File: config.mk
export PLATFORM = sky130hd
export DESIGN_NAME = fixed_point_square
export DESIGN_NICKNAME = d
export VERILOG_FILES = /design/src/rtl/fixed_point_square.sv
export SDC_FILE = /design/constraint.sdc
export NUM_CORES = 1
export LEC_CHECK = 0
export CORE_MARGIN = 5
export CORE_UTILIZATION = 55
export DETAILED_ROUTE_END_ITERATION = 8
export PLACE_DENSITY = 0.75
export SLEW_MARGIN = 20
export SYNTH_ARGS = -nofsm -noshare
export SYNTH_HDL_FRONTEND = slang
export SYNTH_SLANG_ARGS = --single-unit
File: constraint.sdc
create_clock -name Clock -period 6.9 [get_ports Clock]
set_input_delay 0.69 -clock Clock [delete_from_list [all_inputs] [get_ports Clock]]
set_output_delay 0.69 -clock Clock [all_outputs]
set_load 0.01 [all_outputs]
File: src/rtl/fixed_point_square.sv
// fixed_point_square: iterative shift-and-add squarer for unsigned fixed point,
// truncating the scaled product and saturating when it exceeds WIDTH bits.
module fixed_point_square #(
    parameter int WIDTH = 32,
    parameter int SCALE = 17
) (
    input  logic             Clock,
    input  logic             Reset,
    input  logic             iInputReady,
    input  logic [WIDTH-1:0] Operand,
    output logic             oBusy,
    output logic             OutputReady,
    output logic [WIDTH-1:0] Result,
    output logic             oOverflow
);
    localparam int CW = $clog2(WIDTH);

    typedef enum logic [1:0] {IDLE, CALC, DONE} state_t;

    state_t                 state_q, state_d;
    logic [WIDTH-1:0]       mcand_q, mcand_d;
    logic [WIDTH-1:0]       mplier_q, mplier_d;
    logic [2*WIDTH-1:0]     acc_q, acc_d;
    logic [CW-1:0]          cnt_q, cnt_d;
    logic [WIDTH-1:0]       result_q, result_d;
    logic                   ovf_q, ovf_d;
    logic                   rdy_q, rdy_d;
    logic [2*WIDTH-1:0]     scaled;

    always_ff @(posedge Clock) begin
        if (Reset) begin
            state_q  <= IDLE;
            mcand_q  <= '0;
            mplier_q <= '0;
            acc_q    <= '0;
            cnt_q    <= '0;
            result_q <= '0;
            ovf_q    <= 1'b0;
            rdy_q    <= 1'b0;
        end else begin
            state_q  <= state_d;
            mcand_q  <= mcand_d;
            mplier_q <= mplier_d;
            acc_q    <= acc_d;
            cnt_q    <= cnt_d;
            result_q <= result_d;
            ovf_q    <= ovf_d;
            rdy_q    <= rdy_d;
        end
    end

    always_comb begin
        state_d = state_q;
        case (state_q)
            IDLE:    state_d = iInputReady ? CALC : IDLE;
            CALC:    state_d = (cnt_q == CW'(WIDTH - 1)) ? DONE : CALC;
            default: state_d = IDLE;
        endcase
    end

    // Product sits at scale 2*SCALE; shifting by SCALE realigns it, and any
    // set bit above WIDTH means the square does not fit.
    always_comb begin
        scaled   = acc_q >> SCALE;
        mcand_d  = mcand_q;
        mplier_d = mplier_q;
        acc_d    = acc_q;
        cnt_d    = cnt_q;
        result_d = result_q;
        ovf_d    = ovf_q;
        rdy_d    = 1'b0;
        if (state_q == IDLE && iInputReady) begin
            mcand_d  = Operand;
            mplier_d = Operand;
            acc_d    = '0;
            cnt_d    = '0;
        end else if (state_q == CALC) begin
            acc_d = acc_q + (mplier_q[cnt_q] ? ({{WIDTH{1'b0}}, mcand_q} << cnt_q) : '0);
            cnt_d = cnt_q + 1'b1;
        end else if (state_q == DONE) begin
            ovf_d    = |scaled[2*WIDTH-1:WIDTH];
            result_d = ovf_d ? '1 : scaled[WIDTH-1:0];
            rdy_d    = 1'b1;
        end
    end

    always_comb begin
        oBusy       = state_q != IDLE;
        OutputReady = rdy_q;
        Result      = result_q;
        oOverflow   = ovf_q;
    end
endmodule

Word level (Yosys, flattened, before mapping) --
Cells that the tools add are included.
Operators by class: muxes and demuxes 8, order comparisons 1, div/mod/pow operators 0, reductions and logical operators 7, bitwise operators 2, multipliers 0, add/subtract/negate cells 2, equality and inequality tests 3, shift-type cells 1
Operator list (count):
- 64-bit adder | 1
- 64-bit two-way mux | 1
- 32-bit by 5-bit << shifter with 64-bit output | 1
- 32-bit two-way mux | 1
- 15-bit OR reduction | 1
- 5-bit by 6-bit < comparator with 1-bit output (second input constant) | 1
- 5-bit by 1-bit adder with 5-bit output (second input constant) | 1
- 1-bit binary-select mux with 5-bit select | 1
- 5-bit equality test (second input constant) | 1
- 2-bit one-hot mux with 2 select lines | 1
- 1-bit two-way mux | 3
- 3-bit AND reduction | 1
- 3-bit OR reduction | 1
- 2-bit by 1-bit equality test with 1-bit output (second input constant) | 1
- 2-bit equality test (second input constant) | 1
- 2-bit zero test | 1
- 2-bit two-way mux | 1
- 1-bit inverter | 2
- 2-bit nonzero test | 1
- 2-bit OR reduction | 1
- 1-bit logical AND | 1
Word-level totals: output and inout bits 35, memories kept 0, ROM bits 0, RAM bits 0, register bits after elaboration 137, bits of input ports 35, latch bits 0

Logic depth before layout (Yosys ltp) --
word-level depth 4, gate-level depth with buffers 24, mapped depth without buffers 20

Worst setup path before layout --
Ideal clock, no wire load.
path type register -> register, start reg cnt_q[0], end reg acc_q[55], required time 6778 ps, setup slack 1978 ps, cell stages (with the launch flop) 21, period minus slack after synthesis 4922 ps, buffers on the path 4, arrival 4800 ps, cell sequence dfxtp_1 -> buf_2 -> mux4_2 -> mux4_2 -> nand2_1 -> and2_1 -> clkbuf_1 -> buf_1 -> a211oi_1 -> ha_1 -> buf_6 -> a21o_1 -> a21o_1 -> a21o_1 -> a2111oi_4 -> a31oi_1 -> a41o_1 -> a41oi_4 -> o31ai_2 -> and4_4 -> a311o_1
Between the ends: cells in the longest elaborated chain, start to end 4, elaborated cells on any way between the ends 5
RTL lines:
- start, declared | RTL line 24 | logic [CW-1:0] cnt_q, cnt_d;
- start signal, assigned | RTL line 45 | cnt_q <= cnt_d;
- 1-bit binary-select mux with 5-bit select | RTL line 78 | acc_d = acc_q + (mplier_q[cnt_q] ? ({{WIDTH{1'b0}}, mcand_q} << cnt_q) : '0);
- 1-bit two-way mux (not written as such) | RTL line 78
- 64-bit two-way mux (*) | RTL line 78
- 64-bit adder (*) | RTL line 78
- end signal, assigned | RTL line 35 | acc_q <= '0;
- end signal, assigned | RTL line 44 | acc_q <= acc_d;
- end, declared | RTL line 23 | logic [2*WIDTH-1:0] acc_q, acc_d;
Mark *: on every way between the ends. The rest lies on a longest branch, timed or not. The select of a mux whose other input is x is not followed. A chain may end at the register's enable or synchronous reset.

Worst setup path in the final report --
start reg cnt_q[3], end reg acc_q[42]
The elaborated chain is that of the path after synthesis.

==> results.cfg <==
[power]
power.static_leakage_nw = 4.629
power.ir.vdd_worst_mv = 0.1542
power.total_mw = 1.996
p_per_area_mw_per_mm2 = 164.1

[cells_and_area]
layout.cell_area.non_filler_sq_mm = 0.01216
num-nets-final = 1591
antenna_cells = 0
postLayoutCoreUtil = 0.6229
syn_to_final_growth_pct = 11.22
fillCellCount = 1813
layout-drive-gt1-share = 0.07252
layout_commonest_cell = sky130_fd_sc_hd__nand2_1
mostFrequentLayoutCells = sky130_fd_sc_hd__nand2_1, sky130_fd_sc_hd__nor2_1, sky130_fd_sc_hd__a21oi_1
final_cell_count_no_fill = 1768

[route]
wl_per_cell_um = 17.85
1st_iter_drt_viols = 874
detail-route-antenna-nets = 0
detail_route.wirelength_um = 31560
num_vias = 10624
drt-vias-per-instance = 6.009
detail_route.first_pass.iterations = 5
drc_errors = 0

[die]
fp-row-count = 51
core-area_sq_mm = 0.01953
die-width_um = 151.0
floorplan.die_area_sq_mm = 0.02280
io_pins = 70
die_h_um = 151.0
starting_utilization_of_the_core_area = 0.5600

[logic_synthesis]
post_synth_inst_count = 1491
ys.warnings.count = 0
synth.lib_cells_used.distinct = 79
ys_seq_elements = 137
asyncSetResetFlopFracSynth = 0
number_of_flops_mapped_to_enable_cells_by_yosys = 0
netlist_area_pre_place_sq_mm = 0.01094
post_synth.cell_area_avg_sq_um = 7.334
postSynth.topFlopCell = sky130_fd_sc_hd__dfxtp_1
number_of_nets_in_the_synthesized_netlist = 1592
synth_seq_area_share = 0.2508

[setup_path]
worstSetupStartpointType = register
worstPathArrival_ns = 6.33
crit_path_end_kind = register
timing.reg2reg.setup_slack_ns = 0.86
crit_path_kind = reg -> reg
critical_path_required_ns = 7.19
crit_fanout = 47

[grt]
initial_antenna_violation_count = 0
grt-ovfl-total = 0
grt_first_pass_wirelength_um = 51120
grt_max_degree = 75
grt_pass1_vias = 9983
globalRouteTotalUtil = 0.2793

[sta]
setup_viol_count_final = 0
worst_pin_slew_ns = 0.8526
fmax_mhz = 165.5
final_critical_path_setup_slack_ns = 0.8584
max_slew_margin = 0.4316
worst_clock_skew_ns = 0.008550
hold_violations = 0
layout_worst_path_cycle_share = 0.8756
tns_ns = 0
hold_ws_ns = 0.4549
fin_crit_ns = 6.042
unrepaired_setup_endpoints_after_global_routing = no
slew_viol_final = 0

[clock_tree]
post_cts.repair.setup_buffers = 0
clock-sinks = 137
buffer_cell_driving_the_clock_tree_root = sky130_fd_sc_hd__clkbuf_16
tritoncts.num_buffers = 17
clock_transition_at_the_registers_of_the_reported_paths_ns = 0.06
cts_buffer_depth = 2
cts_hold_buffers = 0
tritoncts = done
htree_levels = 4
clkLatencyLatePin_ns = 0.43
post_cts_resized = 0

[place]
cell_area_reported_after_detailed_placement_sq_mm = 0.01156
place_congestion = 0.9520
dp_hpwl_um = 23450
pre_cts_ws_ns = 1.036
portBuffers = 69
place_inst = 1736

[run]
max_cap_viols = 0

[outcome]
run_status = finished clean

[hold_path]
worstHoldPathType = reg -> reg
==> logic make-up (layout without fill, tap and decap cells) <==
group / Yosys count / count (layout) / share of synthesized area
buffers and inverters: 126 / 138 / 0.05412
AOI/OAI and AO/OA: 386 / 386 / 0.2217
and+or+nand+nor: 635 / 635 / 0.2586
muxes: 92 / 92 / 0.09931
xor gates and xnor gates: 49 / 49 / 0.03924
adders and majority gates: 66 / 66 / 0.07620
DFF: 137 / 137 / 0.2508
==> final timing paths <==
check	to	cells past startpoint	from
hold / removal	acc_q[4]	2	acc_q[4]
setup / recovery	acc_q[42]	18	cnt_q[3]
hold reg to reg	acc_q[4]	2	acc_q[4]
setup reg to reg	acc_q[42]	18	cnt_q[3]
==> worst max-delay path: stages, from the launching register on <==
cell	delay [ns]
sky130_fd_sc_hd__dfxtp_1	0.30
sky130_fd_sc_hd__buf_4	0.40
sky130_fd_sc_hd__clkinv_1	0.56
sky130_fd_sc_hd__mux4_2	0.63
sky130_fd_sc_hd__nand2b_1	0.34
sky130_fd_sc_hd__and2_1	0.48
sky130_fd_sc_hd__buf_4	0.33
sky130_fd_sc_hd__nor2_1	0.09
sky130_fd_sc_hd__ha_1	0.41
sky130_fd_sc_hd__nand4_1	0.20
sky130_fd_sc_hd__nor4_1	0.36
sky130_fd_sc_hd__nand4_1	0.13
sky130_fd_sc_hd__o22ai_1	0.40
sky130_fd_sc_hd__nor2_1	0.19
sky130_fd_sc_hd__o21ai_1	0.38
sky130_fd_sc_hd__a211oi_1	0.19
sky130_fd_sc_hd__o31ai_1	0.27
sky130_fd_sc_hd__xnor2_1	0.15
sky130_fd_sc_hd__o21ai_1	0.07
==> registers in the layout, indices dropped and copies added, names as in the netlist <==
register	flops
mplier_q	32
oOverflow	1
Result	32
state_q	2
cnt_q	5
acc_q	64
OutputReady	1
==> Yosys cell counts (25+ instances only) <==
library cell	instances	area, sq um
sky130_fd_sc_hd__dfxtp_1	137	2743
sky130_fd_sc_hd__mux2i_1	50	500.5
sky130_fd_sc_hd__mux2_2	32	360.4
sky130_fd_sc_hd__ha_1	65	813.3
sky130_fd_sc_hd__nor2_1	197	739.5
sky130_fd_sc_hd__nand3_1	26	130.1
sky130_fd_sc_hd__nand4_1	25	156.4
sky130_fd_sc_hd__a21oi_1	173	865.8
sky130_fd_sc_hd__xnor2_1	32	280.3
sky130_fd_sc_hd__nor3_1	53	265.3
sky130_fd_sc_hd__clkbuf_1	69	259.0
sky130_fd_sc_hd__a21o_1	30	225.2
sky130_fd_sc_hd__o21ai_0	44	220.2
sky130_fd_sc_hd__nand2_1	234	878.3
==> layer usage <==
| metal | part of all wire | vias to the layer above | global-route usage |
|---|---|---|---|
| met5 | 0 | - | 0 |
| met4 | 0.028 | 0 | 0.09746 |
| met3 | 0.059 | 62 | 0.04488 |
| li1 | - | 5304 | - |
| met2 | 0.47 | 370 | 0.4657 |
| met1 | 0.44 | 4888 | 0.3671 |
==> report_power, final <==
group	switching (mW)	total [mW]	internal (mW)
clock	0.381	0.936	0.555
sequential	0.0189	0.825	0.806
combinational	0.148	0.235	0.0876
==> final cells by class <==
cell class	instances	area (sq um)	share of cell area
Clock buffer	20	456.7	0.03755
Clock inverter	12	141.4	0.01162
Inverter	22	82.58	0.006789
Multi-Input combinational cell	1228	7606	0.6253
Sequential cell	137	2746	0.2258
Tap cell	265	331.6	0.02726
Timing Repair Buffer	84	798.3	0.06563
No activity file was read; power rests on OpenSTA's default activity.
